===== config.mk =====
export PLATFORM = sky130hd
export DESIGN_NAME = ps2_host_tx
export DESIGN_NICKNAME = d
export VERILOG_FILES = /design/src/rtl/ps2_host_tx_pkg.sv /design/src/rtl/ps2_tx_timer.sv /design/src/rtl/ps2_host_tx.sv
export SDC_FILE = /design/constraint.sdc
export NUM_CORES = 1
export LEC_CHECK = 0
export ABC_AREA = 1
export CELL_PAD_IN_SITES_DETAIL_PLACEMENT = 1
export CELL_PAD_IN_SITES_GLOBAL_PLACEMENT = 2
export CORE_AREA = 5 5 75 128
export CTS_CLUSTER_DIAMETER = 120
export DETAILED_ROUTE_END_ITERATION = 16
export DIE_AREA = 0 0 80 133
export PLACE_DENSITY = 0.85
export SLEW_MARGIN = 5
export SYNTH_ARGS = -nofsm -noshare
export SYNTH_HDL_FRONTEND = slang
export SYNTH_SLANG_ARGS = --single-unit

===== constraint.sdc =====
create_clock -name clk_i -period 1.85 [get_ports clk_i]
set_input_delay 0.555 -clock clk_i [delete_from_list [all_inputs] [get_ports clk_i]]
set_output_delay 0.555 -clock clk_i [all_outputs]
set_load 0.05 [all_outputs]

===== src/rtl/ps2_host_tx_pkg.sv =====
`default_nettype none
// ============================================================================
// Module  : ps2_host_tx_pkg
// Purpose : Shared constants, FSM state encoding and the timer width helper
//           for the PS/2 host-to-device transmitter.
// Rev     : 1.0  initial release
// ============================================================================
package ps2_host_tx_pkg;

  // FSM state encoding
  typedef logic [1:0] ps2_tx_state_t;
  localparam logic [1:0] ST_IDLE      = 2'd0;
  localparam logic [1:0] ST_INHIBIT   = 2'd1;
  localparam logic [1:0] ST_REQ       = 2'd2;
  localparam logic [1:0] ST_WAIT_IDLE = 2'd3;

  // Bit-counter positions inside the device-clocked frame
  localparam logic [3:0] PS2_TX_PAR_BIT  = 4'd8;
  localparam logic [3:0] PS2_TX_STOP_BIT = 4'd9;
  localparam logic [3:0] PS2_TX_ACK_BIT  = 4'd10;

  // Counter width able to hold (max(a,b) - 1); never narrower than one bit
  function automatic int ps2_tx_timer_width(input int a, input int b);
    int m;
    m = (a > b) ? a : b;
    return (m <= 2) ? 1 : $clog2(m);
  endfunction

endpackage : ps2_host_tx_pkg
`default_nettype wire


===== src/rtl/ps2_tx_timer.sv =====
`default_nettype none
// ============================================================================
// Module  : ps2_tx_timer
// Purpose : Loadable down-counter with an expire flag. One instance serves
//           both the inhibit delay and the request-to-ACK timeout.
// Rev     : 1.0  initial release
// ============================================================================
module ps2_tx_timer #(
  parameter int WIDTH = 8
) (
  input  logic             clk_i,
  input  logic             rst_n_i,
  input  logic             load_i,
  input  logic [WIDTH-1:0] load_val_i,
  input  logic             dec_i,
  output logic             expired_o
);

  logic [WIDTH-1:0] cnt_q;

  // Load has priority; the count saturates at zero
  always_ff @(posedge clk_i or negedge rst_n_i) begin
    if (!rst_n_i) begin
      cnt_q <= '0;
    end else if (load_i) begin
      cnt_q <= load_val_i;
    end else if (dec_i && (cnt_q != '0)) begin
      cnt_q <= cnt_q - 1'b1;
    end
  end

  assign expired_o = (cnt_q == '0);

endmodule : ps2_tx_timer
`default_nettype wire


===== src/rtl/ps2_host_tx.sv =====
`default_nettype none
// ============================================================================
// Module  : ps2_host_tx
// Purpose : PS/2 host-to-device command transmitter. Inhibits the bus,
//           issues request-to-send, shifts 8 data bits LSB first plus odd
//           parity and stop on the device's falling clock edges, then samples
//           the device ACK. Drives open-drain enables only.
// Options : PS2_TX_RETRY_EN - one automatic retry after ACK error or timeout
// Rev     : 1.0  initial release
// ============================================================================
module ps2_host_tx
  import ps2_host_tx_pkg::*;
#(
  parameter int INHIBIT_CYCLES = 10000,
  parameter int TIMEOUT_CYCLES = 2000000,
  parameter int SYNC_STAGES    = 2
) (
  input  logic       clk_i,
  input  logic       rst_n_i,
  input  logic       en_i,
  input  logic       valid_i,
  input  logic [7:0] dat_i,
  output logic       ready_o,
  input  logic       ps2_clk_i,
  input  logic       ps2_dat_i,
  output logic       ps2_clk_oe_o,
  output logic       ps2_dat_oe_o,
  output logic       busy_o,
  output logic       done_o,
  output logic       ack_err_o,
  output logic       timeout_o
);

  localparam int TW = ps2_tx_timer_width(INHIBIT_CYCLES, TIMEOUT_CYCLES);
  localparam logic [TW-1:0] INH_LOAD = TW'(INHIBIT_CYCLES - 1);
  localparam logic [TW-1:0] TMO_LOAD = TW'(TIMEOUT_CYCLES - 1);

  // --------------------------------------------------------------------------
  // Line synchronisers and falling-edge detect (idle lines are high)
  // --------------------------------------------------------------------------
  logic [SYNC_STAGES-1:0] clk_sync_q;
  logic [SYNC_STAGES-1:0] dat_sync_q;
  logic                   clk_prev_q;
  logic                   clk_s;
  logic                   dat_s;
  logic                   fe;

  if (SYNC_STAGES == 1) begin : g_sync_single
    // Single-flop capture of both pad inputs
    always_ff @(posedge clk_i or negedge rst_n_i) begin
      if (!rst_n_i) begin
        clk_sync_q <= '1;
        dat_sync_q <= '1;
      end else begin
        clk_sync_q <= ps2_clk_i;
        dat_sync_q <= ps2_dat_i;
      end
    end
  end else begin : g_sync_chain
    // Multi-flop shift chain on both pad inputs
    always_ff @(posedge clk_i or negedge rst_n_i) begin
      if (!rst_n_i) begin
        clk_sync_q <= '1;
        dat_sync_q <= '1;
      end else begin
        clk_sync_q <= {clk_sync_q[SYNC_STAGES-2:0], ps2_clk_i};
        dat_sync_q <= {dat_sync_q[SYNC_STAGES-2:0], ps2_dat_i};
      end
    end
  end

  assign clk_s = clk_sync_q[SYNC_STAGES-1];
  assign dat_s = dat_sync_q[SYNC_STAGES-1];

  // Previous synchronised clock for edge detection
  always_ff @(posedge clk_i or negedge rst_n_i) begin
    if (!rst_n_i) clk_prev_q <= 1'b1;
    else          clk_prev_q <= clk_s;
  end

  assign fe = clk_prev_q & ~clk_s;

  // --------------------------------------------------------------------------
  // Shared timer
  // --------------------------------------------------------------------------
  logic          tmr_load;
  logic [TW-1:0] tmr_val;
  logic          tmr_dec;
  logic          tmr_exp;

  ps2_tx_timer #(
    .WIDTH (TW)
  ) u_timer (
    .clk_i      (clk_i),
    .rst_n_i    (rst_n_i),
    .load_i     (tmr_load),
    .load_val_i (tmr_val),
    .dec_i      (tmr_dec),
    .expired_o  (tmr_exp)
  );

  // --------------------------------------------------------------------------
  // Control state
  // --------------------------------------------------------------------------
  ps2_tx_state_t state_q, state_d;
  logic [7:0]    sh_q, sh_d;
  logic          par_q, par_d;
  logic [3:0]    bitcnt_q, bitcnt_d;
  logic          clk_oe_q, clk_oe_d;
  logic          dat_oe_q, dat_oe_d;
  logic          done_q, done_d;
  logic          ack_err_q, ack_err_d;
  logic          timeout_q, timeout_d;
  logic          rdy_en_q;
  logic          hs;

`ifdef PS2_TX_RETRY_EN
  logic          retry_q, retry_d;
  logic          retry_pend_q, retry_pend_d;
`endif

  assign ready_o = en_i & rdy_en_q & (state_q == ST_IDLE);
  assign hs      = valid_i & ready_o;

  // Next-state, line-drive and status-pulse decisions
  always_comb begin
    state_d   = state_q;
    sh_d      = sh_q;
    par_d     = par_q;
    bitcnt_d  = bitcnt_q;
    clk_oe_d  = clk_oe_q;
    dat_oe_d  = dat_oe_q;
    done_d    = 1'b0;
    ack_err_d = 1'b0;
    timeout_d = 1'b0;
    tmr_load  = 1'b0;
    tmr_val   = INH_LOAD;
    tmr_dec   = 1'b0;
`ifdef PS2_TX_RETRY_EN
    retry_d      = retry_q;
    retry_pend_d = retry_pend_q;
`endif

    case (state_q)
      ST_IDLE: begin
        clk_oe_d = 1'b0;
        dat_oe_d = 1'b0;
`ifdef PS2_TX_RETRY_EN
        retry_d      = 1'b0;
        retry_pend_d = 1'b0;
`endif
        if (hs) begin
          sh_d     = dat_i;
          par_d    = ~^dat_i;
          clk_oe_d = 1'b1;
          tmr_load = 1'b1;
          tmr_val  = INH_LOAD;
          state_d  = ST_INHIBIT;
        end
      end

      ST_INHIBIT: begin
        tmr_dec = 1'b1;
        if (tmr_exp) begin
          // Release clock and drive the start bit in the same cycle
          clk_oe_d = 1'b0;
          dat_oe_d = 1'b1;
          tmr_load = 1'b1;
          tmr_val  = TMO_LOAD;
          bitcnt_d = 4'd0;
          state_d  = ST_REQ;
        end
      end

      ST_REQ: begin
        tmr_dec = 1'b1;
        if (fe && (bitcnt_q == PS2_TX_ACK_BIT)) begin
          // ACK sample outranks a coincident timeout
          clk_oe_d = 1'b0;
          dat_oe_d = 1'b0;
          state_d  = ST_WAIT_IDLE;
          if (!dat_s) begin
            done_d = 1'b1;
          end else begin
`ifdef PS2_TX_RETRY_EN
            if (!retry_q) begin
              retry_d      = 1'b1;
              retry_pend_d = 1'b1;
            end else begin
              ack_err_d = 1'b1;
            end
`else
            ack_err_d = 1'b1;
`endif
          end
        end else if (tmr_exp) begin
          clk_oe_d = 1'b0;
          dat_oe_d = 1'b0;
          state_d  = ST_WAIT_IDLE;
`ifdef PS2_TX_RETRY_EN
          if (!retry_q) begin
            retry_d      = 1'b1;
            retry_pend_d = 1'b1;
          end else begin
            timeout_d = 1'b1;
          end
`else
          timeout_d = 1'b1;
`endif
        end else if (fe) begin
          if (bitcnt_q < PS2_TX_PAR_BIT) begin
            dat_oe_d = ~sh_q[bitcnt_q[2:0]];
          end else if (bitcnt_q == PS2_TX_PAR_BIT) begin
            dat_oe_d = ~par_q;
          end else begin
            dat_oe_d = 1'b0;  // stop bit: line released
          end
          bitcnt_d = bitcnt_q + 4'd1;
        end
      end

      ST_WAIT_IDLE: begin
        clk_oe_d = 1'b0;
        dat_oe_d = 1'b0;
        if (clk_s && dat_s) begin
`ifdef PS2_TX_RETRY_EN
          if (retry_pend_q) begin
            retry_pend_d = 1'b0;
            clk_oe_d     = 1'b1;
            tmr_load     = 1'b1;
            tmr_val      = INH_LOAD;
            state_d      = ST_INHIBIT;
          end else begin
            state_d = ST_IDLE;
          end
`else
          state_d = ST_IDLE;
`endif
        end
      end

      default: begin
        clk_oe_d = 1'b0;
        dat_oe_d = 1'b0;
        state_d  = ST_IDLE;
      end
    endcase

    // Disable aborts silently from any active state
    if (!en_i && (state_q != ST_IDLE)) begin
      state_d   = ST_IDLE;
      clk_oe_d  = 1'b0;
      dat_oe_d  = 1'b0;
      done_d    = 1'b0;
      ack_err_d = 1'b0;
      timeout_d = 1'b0;
`ifdef PS2_TX_RETRY_EN
      retry_d      = 1'b0;
      retry_pend_d = 1'b0;
`endif
    end
  end

  // Control and output registers; reset releases both lines immediately
  always_ff @(posedge clk_i or negedge rst_n_i) begin
    if (!rst_n_i) begin
      state_q   <= ST_IDLE;
      sh_q      <= 8'h00;
      par_q     <= 1'b0;
      bitcnt_q  <= 4'd0;
      clk_oe_q  <= 1'b0;
      dat_oe_q  <= 1'b0;
      done_q    <= 1'b0;
      ack_err_q <= 1'b0;
      timeout_q <= 1'b0;
      rdy_en_q  <= 1'b0;
    end else begin
      state_q   <= state_d;
      sh_q      <= sh_d;
      par_q     <= par_d;
      bitcnt_q  <= bitcnt_d;
      clk_oe_q  <= clk_oe_d;
      dat_oe_q  <= dat_oe_d;
      done_q    <= done_d;
      ack_err_q <= ack_err_d;
      timeout_q <= timeout_d;
      rdy_en_q  <= 1'b1;
    end
  end

`ifdef PS2_TX_RETRY_EN
  // Retry bookkeeping: one extra attempt per accepted byte
  always_ff @(posedge clk_i or negedge rst_n_i) begin
    if (!rst_n_i) begin
      retry_q      <= 1'b0;
      retry_pend_q <= 1'b0;
    end else begin
      retry_q      <= retry_d;
      retry_pend_q <= retry_pend_d;
    end
  end
`endif

  assign ps2_clk_oe_o = clk_oe_q;
  assign ps2_dat_oe_o = dat_oe_q;
  assign busy_o       = (state_q != ST_IDLE);
  assign done_o       = done_q;
  assign ack_err_o    = ack_err_q;
  assign timeout_o    = timeout_q;

endmodule : ps2_host_tx
`default_nettype wire


Yosys cells after proc, flatten, opt, wreduce, memory -nomap -nowiden
Index checks and enable logic that the tools add are counted.

Bits in registers: 47. Input port bits: 14.

Add/sub/neg operators: 2. $lt $le $gt $ge: 2. Equality and inequality tests: 14. Multiplexer cells: 45. Bitwise logic cells: 7. Reductions and logical operators: 18.

Operator list (count): 2-to-1 mux 21 bit (4); 2-to-1 mux 1 bit (25); zero test 21 bit (1); nonzero test 21 bit (1); subtractor 21 x 1 -> 21 bit, second input constant (1); 2-to-1 mux 4 bit (4); 2-to-1 mux 2 bit (6); == test 4 bit, second input constant (2); inequality test 2 bit, second input constant (4); case mux 2 bit (4 select lines) (1); case mux 4 bit (2 select lines) (1); XNOR reduction 8 bit (1); inequality test 3 bit, second input constant (2); nonzero test 2 bit (3); inequality test 5 bit, second input constant (1); AND reduction 5 bit (1); adder 4 x 1 -> 4 bit, second input constant (1); bitwise AND 1 bit (4); == test 2 bit, second input constant (2); logical AND 1 bit (4); < comparator 3 x 4 -> 1 bit, second input constant (1); < comparator 4 bit, second input constant (1); inequality test 4 bit, second input constant (1); case mux 1 bit (4 select lines) (1); other kinds (11) (15).

Logic depth before layout (Yosys ltp)
Gate-level depths: netlist of run 1.

Depth in word-level cells: 9. Mapped depth: 12.

By module
A second synthesis of run 1 with hierarchy kept.

Cell total of the unflattened synthesis: 418. Area, all modules: 3246.9 µm².

By module, submodules not included: ps2_tx_timer (instances 1, cells an instance 247, area each 1795.5 µm²); ps2_host_tx (instances 1, cells an instance 171, area each 1451.4 µm²).

Worst setup path after synthesis of run 1
No wires, ideal clock.

Path kind: reg-to-reg. From: register state_q[0]. To: register state_q[0]. Library setup time: 0.127 ns. Arrival: 2.472 ns. Required time: 1.723 ns. Setup slack: -0.749 ns. Stages on the path, launching flop included: 12. Buffers on the path: 1. Period minus slack after synthesis: 2.599 ns. Cell sequence: dfrtp_1 > inv_1 > ha_1 > inv_1 > nor2_1 > nand2_1 > buf_2 > nand2_1 > nand2_1 > nand3b_4 > nand2_1 > o21ai_0.

Elaborated cells on any way between the ends: 15. Those cells by class: eq/ne (7); mux (2); bitwise (2); reduce/logical (4).

RTL lines: from (decl) (line ps2_host_tx.sv:105) `ps2_tx_state_t state_q, state_d;`; from (signal assigned) (line ps2_host_tx.sv:278) `state_q <= state_d;`; nonzero test 2 bit *; via busy_o (line ps2_host_tx.sv:28) `output logic busy_o,`; logical AND 1 bit * (line ps2_host_tx.sv:250) `if (!en_i && (state_q != ST_IDLE)) begin`; inequality test 4 bit (no source line) (tied with other cells); AND reduction 4 bit (no source line).

The timed path passes the listed nets; every way through them passes the cells marked *. A chain may end at the register's enable or synchronous reset.

Worst setup path after layout of run 1
From: register state_q[0]. To: output ready_o.

Word-level cells in the longest chain between the ends: 2.

Ends and longest elaborated chain: zero test 2 bit (line ps2_host_tx.sv:122) `assign ready_o = en_i & rdy_en_q & (state_q == ST_IDLE);`; bitwise AND 1 bit (line ps2_host_tx.sv:122); to (decl) (line ps2_host_tx.sv:23) `output logic ready_o,`.

No other way between the ends.

==> impl_summary.md, run 1 <==
Synth
The prevailing post-synth register cell is sky130_fd_sc_hd__dfrtp_1. The number of flip-flops and latches in the synthesized netlist is 47. The yosys synthesis warning count is 0. The synthesized area divided by synthesized cell count is 7.69 um2. The number of synthesized flops with an enable pin is 0. For this run, the register share of the synthesized area comes to 0.426. After synthesis, the netlist uses 33 different library cells. The synthesized netlist occupies a cell area of between 2000 and 3000 um2. Of all flip-flops after synthesis, the portion carrying an async set or reset was 1.00. The net count of the mapped netlist is ~380. Synthesis produced a netlist whose cell count is around 360.

Route
The DRC violations left is 0. The count of routing violations after the opening detailed-route iteration is 71. The detail route stage leaves a number of antenna-violating nets equal to 0.

The first detailed-routing pass ran for 4 iterations. The detailed-route wire length is 8730 um. The average wire length per cell after detail routing is between 15 and 20 um. The routed via count divided by cell count is between 4 and 5.

Detailed routing inserted a total of 2,674 vias.

Worst setup path
Of all nets on the critical path, the largest fanout is 2. On the worst path, the slowest cell contributes a delay of 0.40 ns. Setup slack on the worst reg-to-reg path comes out at 0.07 ns. The worst register-to-register path begins at state_q[0]$_DFFE_PN0P_.

The kind of launch point of the worst setup path is a flop. By startpoint and endpoint, the worst setup path is classified as reg2out. The endpoint class of the critical path is an output port.

The endpoint of the worst register-to-register path is state_q[0]$_DFFE_PN0P_. The depth of the worst register-to-register path is 12. Data on the critical path is required at its endpoint by ~1.3 ns. The highest-delay cell along the critical path is sky130_fd_sc_hd__dfrtp_1.

The critical path data arrival time is about 1.3 ns. The signal on the critical path passes through inv_2 -> ha_4 -> clkinvlp_4 -> nor2_4 -> buf_12.

Status
The flow ran to the end, but the final reports show violations. The final reports fail on negative setup slack.

CTS
Hold repair after CTS inserted 0 buffers. The clock-pin transition on the worst setup and hold timing paths is 0.06 ns. The count of clock tree sinks is between 40 and 50. The number of clock buffers added by TritonCTS is 5. The clock passes through at most 2 buffers. The CTS H-tree depth is 2. The later pin in the worst-skew pair is clocked with a latency of between 0.2 and 0.3 ns. The CTS tree is done. The cell sitting at the root of the clock tree is a sky130_fd_sc_hd__clkbuf_16.

Floorplan
The number of ports placed on the die boundary is 21. In this run the standard cell core region covers about 8600 um2. The number of rows in the core area is 45. The die extent in x is roughly 80 um. The floorplan step defined a die boundary enclosing 10,600 um2. For this configuration, the core starts out at a cell density of 0.324. Measured along the y axis, the die boundary spans ~130 um.

Global route
Across every metal layer, demand over resource in global routing totals 0.174. For this run the aggregate overflow at the end of global routing stands at 0. The number of antenna violations at the first check in global routing is 0. The first global-routing pass estimated about 14,000 um of wire. The maximum number of pins on one net before global-route repair is 37. The number of global-route vias before repair is between 3,000 and 4,000.

STA
Of the available clock period, the critical path in the final layout requires 1.01. After layout, the worst setup slack is -0.0120 ns. Setup repair after global routing could not meet its margin everywhere.

Based on the critical path, the design can be clocked at up to roughly 540 MHz. The time the final worst path needs with I/O delays and setup is 1.86 ns. Setup violations remaining at the end of the flow were counted as 2.

For the final routed database, the setup TNS stands at -0.0181 ns. The max-slew violation total from the final report is 0. Across the routed clock network, the largest skew measured is between 0.01 and 0.015 ns. The final hold violation count is 0.

Finish
The post-route cell area is between 3000 and 4000 um2. The final layout contains between 400 and 500 nets. In the final layout, the share of cells above drive strength 1 is 0.265.

From synthesis to final layout, the design area changed by 38.1%. The number of antenna repair diodes is 0. The most frequent standard cell in the layout excluding fill and tap cells is sky130_fd_sc_hd__nand2_1. Leaving out fill and tap cells, the most frequent cells in the layout are 122 x sky130_fd_sc_hd__nand2_1, 57 x sky130_fd_sc_hd__buf_4, 42 x sky130_fd_sc_hd__dfrtp_1. Once layout is complete, the utilization of the core stands at 0.448. The non-filler instance count after layout is around 560.

Power and ir drop
Power spread over the standard cell area amounts to roughly 1700 nW/um2. The total chip power is between 6 and 7 mW. The maximum ir drop on the vdd rail is 1080 uV. In this run the static leakage power is slightly below 2 nW.

Min path
The min-delay analysis places its worst path in the category in2async.

Job
The reported max-cap violation count is 0.

Placement
Once placement finished, the instance area stood at around 3500 um2. Once detailed placement completed, the half-perimeter wirelength came to 6750 um. At the end of routability-driven placement, the weighted congestion stood at about 0.85. The count of input and output buffers is 20. The cell total after placement is approximately 540.
## worst max-delay path: cells and delay by family (launching register included)
family | cells | cell delay (ns)
DFF | 1 | 0.40
adders and majority gates | 1 | 0.15
and+or+nand+nor | 1 | 0.13
buffers and inverters | 3 | 0.34
## synth_stat cells, types with 2 or more instances
master / number / area, um2
sky130_fd_sc_hd__o21ai_1: 2 / 10.0
sky130_fd_sc_hd__xnor2_1: 6 / 52.6
sky130_fd_sc_hd__o21ai_0: 19 / 95.1
sky130_fd_sc_hd__nor2_8: 2 / 40.0
sky130_fd_sc_hd__inv_1: 29 / 109
sky130_fd_sc_hd__nor2_4: 2 / 22.5
sky130_fd_sc_hd__dfrtp_1: 42 / 1050
sky130_fd_sc_hd__o211ai_1: 3 / 22.5
sky130_fd_sc_hd__dfstp_2: 5 / 131
sky130_fd_sc_hd__buf_2: 2 / 10.0
sky130_fd_sc_hd__a21o_1: 4 / 30.0
sky130_fd_sc_hd__nand4_1: 8 / 50.1
sky130_fd_sc_hd__a21oi_1: 5 / 25.0
sky130_fd_sc_hd__nand2_1: 129 / 484
sky130_fd_sc_hd__nor2_1: 34 / 128
sky130_fd_sc_hd__nor3_1: 3 / 15.0
sky130_fd_sc_hd__xor2_1: 8 / 70.1
sky130_fd_sc_hd__nand3_1: 27 / 135
sky130_fd_sc_hd__nor2_2: 5 / 31.3
sky130_fd_sc_hd__ha_1: 8 / 100
sky130_fd_sc_hd__nand2_2: 4 / 25.0
sky130_fd_sc_hd__nand3b_1: 3 / 22.5
## cell type report
class | instances | area (um2)
fillers | 1055 | 4730
inverters | 31 | 125
flip-flops and latches | 47 | 1180
clock buffers | 7 | 133
clock inverters | 1 | 30.0
multi-input cells | 279 | 1560
well taps | 117 | 146
repair buffers | 76 | 654
## worst max-delay path by stage
| stage | from | depth (start not counted) | end |
|---|---|---|---|
| floorplan | state_q[1]$_DFFE_PN0P_ | 11 | state_q[0]$_DFFE_PN0P_ |
| global placement | en_i | 10 | u_timer.cnt_q[19]$_DFFE_PN0P_ |
| detailed placement | en_i | 10 | u_timer.cnt_q[9]$_DFFE_PN0P_ |
| CTS | state_q[0]$_DFFE_PN0P_ | 5 | ready_o |
| global route | state_q[0]$_DFFE_PN0P_ | 5 | ready_o |
| finish | state_q[0]$_DFFE_PN0P_ | 5 | ready_o |
## report_power, final
part / internal (mW) / switching, mW
Clock: 0.639 / 0.381
Sequential: 1.39 / 0.237
Combinational: 1.58 / 2.35
## routing by layer
metal,up-vias,share of wire,global-route usage
li1,1313,-,-
met1,1309,0.34,0.163
met2,36,0.62,0.358
met3,16,0.017,0.0204
met4,0,0.028,0.0714
met5,-,0,0
## registers in the layout, indices dropped and copies added (netlist names), 2 cells and up
name	flops
sh_q	8
state_q	2
bitcnt_q	4
u_timer.cnt_q	21
clk_sync_q	2
dat_sync_q	2
## cell families (layout without fill, tap and decap cells)
| family | Yosys count | in the layout | synth area share |
|---|---|---|---|
| flops | 47 | 47 | 0.426 |
| simple gates | 221 | 221 | 0.369 |
| buf+inv | 35 | 115 | 0.0527 |
| other cells | 1 | 1 | 0.00135 |
| fa+ha+maj | 8 | 8 | 0.0361 |
| compound gates | 35 | 35 | 0.0708 |
| xor+xnor | 14 | 14 | 0.0442 |
## stage by stage
step | hold WS [ns] | worst slack [ns]
3_5_place_dp | 0.351 | -0.267
5_1_grt | 0.154 | -0.0780
2_1_floorplan | 0.259 | -0.192
3_3_place_gp | 0.345 | -0.196
6_report | 0.144 | -0.0120
4_1_cts | 0.145 | -0.0238
## what timing repair did
item | CTS | global route
pin swaps | 4 | 3
setup buffers | 8 | 6
resized for setup | 9 | 21
setup endpoints to repair | 26 | 28
Power figures use the tool's default switching activity.
==> run 2: changes to the inputs <==
--- a/config.mk
+++ b/config.mk
@@ -7,12 +7,12 @@
 export LEC_CHECK = 0
 export ABC_AREA = 1
 export CELL_PAD_IN_SITES_DETAIL_PLACEMENT = 1
-export CELL_PAD_IN_SITES_GLOBAL_PLACEMENT = 2
-export CORE_AREA = 5 5 75 128
+export CELL_PAD_IN_SITES_GLOBAL_PLACEMENT = 1
+export CORE_AREA = 5 5 69 119
 export CTS_CLUSTER_DIAMETER = 120
 export DETAILED_ROUTE_END_ITERATION = 16
-export DIE_AREA = 0 0 80 133
-export PLACE_DENSITY = 0.85
+export DIE_AREA = 0 0 74 124
+export PLACE_DENSITY = 0.81
 export SLEW_MARGIN = 5
 export SYNTH_ARGS = -nofsm -noshare
 export SYNTH_HDL_FRONTEND = slang
==> run 2 against run 1 <==
The flow still finishes with violations (negative setup slack). Sequential power is essentially flat. Via count grew 2.1%. Total power grew 1.8%. Sequential cell count is the same. Setup slack lost 0.016 ns. Clock skew shrank 0.0065 ns. Core utilization grew 8.4 points. Highest routed layer unchanged.
==> impl_summary.md, run 2 (synthesis results as in run 1) <==
Status
The run finished, with violations left. The checks that failed: negative setup slack.

Finish
The largest registers in the layout are u_timer.cnt_q (21), sh_q (8), bitcnt_q (4). The flip-flop count of the largest register after layout is 21 (unchanged). The final net count came to 458 (-0.87%). The area growth from synthesis to layout is 36.6%. The largest register by flop count is u_timer.cnt_q. The post-route cell area is 3790 um2 (-1.1%). The number of antenna repair diodes is 0 (unchanged). The most frequent standard cell in the layout excluding fill and tap cells is sky130_fd_sc_hd__nand2_1. Leaving out fill and tap cells, the most frequent cells in the layout are 121 x sky130_fd_sc_hd__nand2_1, 52 x sky130_fd_sc_hd__buf_4, 42 x sky130_fd_sc_hd__dfrtp_1.

The fraction of final layout cells with drive strength greater than 1 was 0.275 (+0.00929).

Route
The number of detailed-routing iterations run before antenna repair is 4 (unchanged). The detailed-route wire length is 9140 um (+4.7%). The average wire length per cell after detail routing is 17.5 um (+12%). The DRC violations left is 0 (unchanged). The count of routing violations after the opening detailed-route iteration is 118 (+66%). The routed via count divided by cell count came to 5.22 (+8.9%). The count of nets left with antenna violations after detail routing was 0 (unchanged). The vias after detailed routing was 2,730 (+2.1%).

CTS
The clock latency on the worst-skew pair was 0.30 ns (about the same). CTS placed an instance of sky130_fd_sc_hd__clkbuf_16 at the clock tree root. The clock-pin transition on the worst setup and hold timing paths is 0.07 ns (about the same). The buffer depth of the longest clock path is 2 (unchanged). The total CTS buffers is 5 (unchanged).

The count of clock tree sinks is 47 (unchanged). The CTS H-tree depth came to 2 (unchanged). The CTS tree is done. The hold-fix buffer count after cts was 0 (unchanged).

STA
The final-report setup violation count is 2 (unchanged). The aggregate negative setup slack is -0.0534 ns (-0.0353 ns). The final hold slack is 0.152 ns (+0.00799 ns).

The final period utilization is 1.02 (+0.00877). Setup repair after global routing could not meet its margin everywhere. The max-slew violation total from the final report is 0 (unchanged). The time the final worst path needs with I/O delays and setup is 1.88 ns (+0.0162 ns).

The peak clock frequency supported by timing is 532 MHz (-0.86%). The final critical-path setup slack is -0.0282 ns (-0.0162 ns). The clock skew is 0.00453 ns (-0.00649 ns).

The final hold violation count was 0 (unchanged).

Global route
The residual overflow from global routing is 0 (unchanged). The number of global-route vias before repair is 3,187 (+5.3%). The maximum number of pins on one net before global-route repair is 36 (-2.7%). The wire length of the first global-routing pass is 14,900 um (+4.1%). The all-layer global routing usage is 0.215 (+0.0405). The number of antenna violations at the first check in global routing is 0 (unchanged).

Floorplan
The number of ports placed on the die boundary came to 21 (unchanged). The core footprint is 7130 um2 (-17%). The die area is 9180 um2 (-14%).

The number of rows in the core area is 41 (-8.9%). The die extent in x is 74 um (-7.5%). The initial core utilization came to 0.389 (+0.0649). The die height was 124 um (-6.8%).

Worst setup path
The critical path data arrival time was 1.32 ns (about the same). The worst setup path is captured at an output port. The startpoint identified for the worst register-to-register timing path is state_q[1]$_DFFE_PN0P_. The termination of the worst setup path is busy_o. The maximum fanout count along the critical path is 2 (unchanged). The register-to-register path setup slack is 0.10 ns (+0.03 ns). The depth of the worst register-to-register path is 12 (unchanged).

The worst setup path is of the reg2out kind. The kind of launch point of the worst setup path is a flop. The critical path launch point is state_q[1]$_DFFE_PN0P_.

The required time of the worst setup path is 1.29 ns (about the same). The endpoint of the worst register-to-register path is state_q[0]$_DFFE_PN0P_.

Placement
The placed wire-length estimate after detailed placement is 6530 um (-3.2%). The total placed instance area was 3390 um2 (-2.1%). The last weighted congestion value of the routability-driven placer is 0.914 (+7.6%). The worst slack at placement is -0.246 ns (+0.0204 ns). The count of input and output buffers is 20 (unchanged).

Power and ir drop
The net switching power of the design is 3.10 mW (+4.3%). The internal power component is 3.59 mW (-0.29%). The fraction of power spent switching nets is 0.463 (+0.0111). The combinational power share is 0.591 (-0.006). The power per cell area was 1770 nW/um2 (+2.9%). The leakage power summed over all cells came to 1.94 nW (-0.67%).

The total chip power is 6.69 mW (+1.8%). The maximum ir drop on the vdd rail was 1190 uV (+9.6%). The portion of total power attributed to sequential cells is 0.247 (about the same). The share of total power in the clock network is 0.162 (+0.007).

Job
The reported max-cap violation count is 0 (unchanged).

Min path
The worst hold-check path type is in2async.
-- run 2: cell count changes in the layout (fill, tap and decap cells not counted), moves of 2 or more --
cell / previous run / this run
sky130_fd_sc_hd__clkbuf_1: 2 / 0
sky130_fd_sc_hd__nor2_2: 8 / 12
sky130_fd_sc_hd__nor2_1: 26 / 23
sky130_fd_sc_hd__buf_4: 57 / 52
-- run 2: repair_timing --
item                       CTS  global route
gates cloned                 0             1
setup endpoints to repair   26            25
resized for setup           11            23
pin swaps                    2             7
buffers inserted             7             5
-- run 2: worst max-delay path: stages (launching register included) --
cell                         delay, ns
sky130_fd_sc_hd__dfrtp_1          0.40
sky130_fd_sc_hd__inv_2            0.09
sky130_fd_sc_hd__ha_4             0.15
sky130_fd_sc_hd__clkinvlp_4       0.11
sky130_fd_sc_hd__buf_6            0.14
sky130_fd_sc_hd__buf_12           0.14
-- run 2: final cells by class --
class                   count  area [um2]
fillers                   870        3340
multi-input cells         280        1580
flip-flops and latches     47        1180
repair buffers             71         617
clock buffers               6         139
inverters                  31         125
well taps                  86         108
clock inverters             2        35.0
-- run 2: routing by layer --
metal  up-vias  part of all wire  track usage
li1       1302                 -            -
met4         0             0.044        0.110
met1      1356              0.33        0.203
met2        48              0.60        0.427
met5         -                 0            0
met3        24             0.021       0.0283
-- run 2: worst min path at each step --
stage,start,endpoint,depth (start not counted)
global placement,dat_sync_q[0]$_DFF_PN1_,dat_sync_q[1]$_DFF_PN1_,0
finish,rst_n_i,ack_err_o$_DFF_PN0_,1
detailed placement,dat_sync_q[0]$_DFF_PN1_,dat_sync_q[1]$_DFF_PN1_,0
global route,rst_n_i,ack_err_o$_DFF_PN0_,1
floorplan,rst_n_i,ack_err_o$_DFF_PN0_,0
CTS,rst_n_i,ack_err_o$_DFF_PN0_,1
-- run 2: stage by stage --
step | utilization | std cells
6_report | 0.531 | 523
5_1_grt | 0.531 | 523
4_1_cts | 0.513 | 517
2_1_floorplan | - | 361
3_5_place_dp | 0.476 | 502
3_3_place_gp | 0.476 | 502
-- run 2: power by group through the flow --
stage,combinational (mW),sequential [mW],clock (mW)
after CTS,3.66,1.64,1.08
after detailed placement,3.43,1.66,0
final,3.95,1.65,1.08
after floorplan,2.16,1.70,0
after global routing,4.38,1.70,1.12
after global placement,3.29,1.64,0
==> run 3: changes to the inputs <==
--- a/config.mk
+++ b/config.mk
@@ -8,10 +8,10 @@
 export ABC_AREA = 1
 export CELL_PAD_IN_SITES_DETAIL_PLACEMENT = 1
 export CELL_PAD_IN_SITES_GLOBAL_PLACEMENT = 1
-export CORE_AREA = 5 5 69 119
+export CORE_AREA = 4 4 68 118
 export CTS_CLUSTER_DIAMETER = 120
 export DETAILED_ROUTE_END_ITERATION = 16
-export DIE_AREA = 0 0 74 124
+export DIE_AREA = 0 0 72 122
 export PLACE_DENSITY = 0.81
 export SLEW_MARGIN = 5
 export SYNTH_ARGS = -nofsm -noshare
==> run 3 against run 2 <==
The run still ends with negative setup slack left. Critical path depth did not move. Cell count rose by 0.57%. Setup slack got worse by 0.018 ns. Count of clock-buffer cells in the layout did not move. Via count barely moved. Maximum frequency fell by 0.97%. Clock skew barely moved. Global-route usage fell by 0.48 points. Core utilization fell by 0.15 points. Die area fell by 4.3%. Final area fell by 0.99%. First-iteration DRC count rose by 31%. Critical path type unchanged.
==> impl_summary.md, run 3 (synthesis results as in run 1) <==
Global route
The all-layer global routing usage is 0.210 (-0.00480). The number of antenna violations at the first check in global routing was 0 (unchanged). The number of global-route vias before repair is 2,996 (-6.0%). The wire length of the first global-routing pass is 14,100 um (-5.0%).

The maximum number of pins on one net before global-route repair came to 48 (+33%). The residual overflow from global routing is 0 (unchanged).

CTS
The total CTS buffers is 5 (unchanged). TritonCTS built the clock tree. The buffer depth of the longest clock path is 2 (unchanged). The hold-fix buffer count after cts is 0 (unchanged). The clock latency on the worst-skew pair is 0.29 ns (about the same).

The count of clock tree sinks is 47 (unchanged). The root buffer cell chosen for the clock tree is sky130_fd_sc_hd__clkbuf_16. The CTS H-tree depth came to 2 (unchanged). The clock-pin transition on the worst setup and hold timing paths is 0.06 ns (about the same).

Worst setup path
The critical path's largest stage delay is 0.39 ns (about the same). The path type of the worst setup path is reg2out. The critical path data arrival time is 1.34 ns (+0.02 ns).

The required time of the worst setup path is 1.29 ns (about the same). The worst setup path is launched from a flop. The worst setup path is captured at an output port.

The maximum fanout count along the critical path is 3 (+1). The highest-delay cell along the critical path is sky130_fd_sc_hd__dfrtp_1. Walking the worst path, the cells encountered are inv_2 -> ha_4 -> clkinvlp_4 -> buf_4 -> buf_12.

Route
The count of nets left with antenna violations after detail routing was 0 (unchanged). The average wire length per cell after detail routing came to 17.2 um (-1.4%). The DRC violations left is 0 (unchanged).

The vias after detailed routing came to 2,729 (-0.037%). The detailed-route wire length is 9060 um (-0.85%). The number of detailed-routing iterations run before antenna repair is 4 (unchanged). The routed via count divided by cell count is 5.19 (-0.61%). The count of routing violations after the opening detailed-route iteration came to 155 (+31%).

STA
The clock skew was 0.00432 ns (-0.000216 ns). The final hold violation count is 0 (unchanged). The final critical-path setup slack was -0.0466 ns (-0.0184 ns). The peak clock frequency supported by timing is 527 MHz (-0.97%).

The final hold slack is 0.238 ns (+0.0857 ns). Setup repair after global routing could not meet its margin everywhere. The time the final worst path needs with I/O delays and setup came to 1.90 ns (+0.0184 ns). The max-slew violation total from the final report is 0 (unchanged).

The final-report setup violation count is 2 (unchanged). The final period utilization was 1.03 (+0.00997). The aggregate negative setup slack is -0.0810 ns (-0.0276 ns).

Finish
The number of antenna repair diodes is 0 (unchanged). In the layout the commonest cells are 123 x sky130_fd_sc_hd__nand2_1, 56 x sky130_fd_sc_hd__buf_4, 42 x sky130_fd_sc_hd__dfrtp_1. The post-route cell area is 3750 um2 (-0.99%).

The synthesis-to-finish area growth is 35.2%. The largest register by flop count is u_timer.cnt_q. The non-filler instance count after layout is 526 (+0.57%). The fill cell instance count of the final layout is 876 (+0.69%). The fraction of final layout cells with drive strength greater than 1 was 0.264 (-0.0110). The most frequent standard cell in the layout excluding fill and tap cells is sky130_fd_sc_hd__nand2_1. The flip-flop count of the largest register after layout is 21 (unchanged). The final net count was 461 (+0.66%).

The largest registers in the layout are u_timer.cnt_q (21), sh_q (8), bitcnt_q (4).

Floorplan
The die height was 122 um (-1.6%). The core footprint was 7080 um2 (-0.72%). The number of ports placed on the die boundary is 21 (unchanged). The number of rows in the core area is 41 (unchanged).

The die area was 8780 um2 (-4.3%). The initial core utilization is 0.392 (+0.00282). The die extent in x came to 72 um (-2.7%).

Job
The reported max-cap violation count is 0 (unchanged).

Min path
The worst hold-check path type is in2async.

Power and ir drop
The power per cell area is 1750 nW/um2 (-0.73%). The leakage power summed over all cells came to 1.93 nW (-0.42%). The total chip power is 6.58 mW (-1.7%).

The maximum ir drop on the vdd rail is 1120 uV (-5.7%).

Placement
The count of input and output buffers is 20 (unchanged). The total placed instance area is 3410 um2 (+0.37%). The cell total after placement is 502 (unchanged). The last weighted congestion value of the routability-driven placer came to 0.901 (-1.5%). The placed wire-length estimate after detailed placement is 6550 um (+0.27%).

Status
The flow ran to the end, but the final reports show violations. The final reports fail on negative setup slack.
[run 3: cell count changes in the layout (fill, tap and decap cells not counted), moves of 2 or more]
cell	previous run	this run
sky130_fd_sc_hd__buf_4	52	56
sky130_fd_sc_hd__nor2_1	23	26
sky130_fd_sc_hd__nor2_2	12	9
sky130_fd_sc_hd__nand2_1	121	123
sky130_fd_sc_hd__nand2_2	9	7
[run 3: power breakdown]
| group | leakage, nW | total [mW] | internal (mW) | switching (mW) |
|---|---|---|---|---|
| registers | 0.593 | 1.63 | 1.39 | 0.242 |
| clock network | 0.0669 | 0.910 | 0.500 | 0.410 |
| logic | 1.27 | 4.04 | 1.57 | 2.47 |
| total | 1.93 | 6.58 | 3.46 | 3.12 |
[run 3: layout make-up]
type                    instances  area (um2)  area share
repair buffers                 74         636       0.169
clock buffers                   6         129      0.0343
multi-input cells             280        1560       0.416
clock inverters                 2        12.5     0.00333
well taps                      86         108      0.0287
flip-flops and latches         47        1180       0.315
inverters                      31         125      0.0333
[run 3: critical path, delay by kind of cell, from the launching register on]
kind / cells / cell delay (ns)
fa+ha+maj: 1 / 0.16
flops: 1 / 0.39
buf+inv: 4 / 0.50
[run 3: layer usage]
metal	up-vias	global-route usage	routed length, um
li1	1309	-	-
met1	1318	0.191	3040
met2	71	0.426	5290
met3	31	0.0281	302
met4	0	0.111	425
met5	-	0	0
[run 3: timing repair]
action | in CTS | in global routing
setup endpoints to repair | 19 | 23
setup buffers | 7 | 8
gates resized for setup | 6 | 21
hold endpoints to repair | 0 | 0
cloned | 0 | 1
pin swaps | 2 | 4
[run 3: metrics by stage]
step	util	worst slack (ns)
floorplan	-	-0.192
global placement	0.481	-0.173
detailed placement	0.481	-0.248
CTS	0.510	-0.0477
global route	0.530	-0.0951
finish	0.530	-0.0466
[run 3: final timing paths]
kind | startpoint | to | slack (ns) | depth (start not counted)
max in group asynchronous | rst_n_i | clk_sync_q[0]$_DFF_PN1_ | 1.34 | 2
min | rst_n_i | ack_err_o$_DFF_PN0_ | 0.24 | 2
max reg2reg | u_timer.cnt_q[8]$_DFFE_PN0P_ | u_timer.cnt_q[10]$_DFFE_PN0P_ | 0.05 | 9
min in group clk_i | dat_sync_q[0]$_DFF_PN1_ | dat_sync_q[1]$_DFF_PN1_ | 0.36 | 0
max | state_q[1]$_DFFE_PN0P_ | busy_o | -0.05 | 5
min reg2reg | dat_sync_q[0]$_DFF_PN1_ | dat_sync_q[1]$_DFF_PN1_ | 0.36 | 0
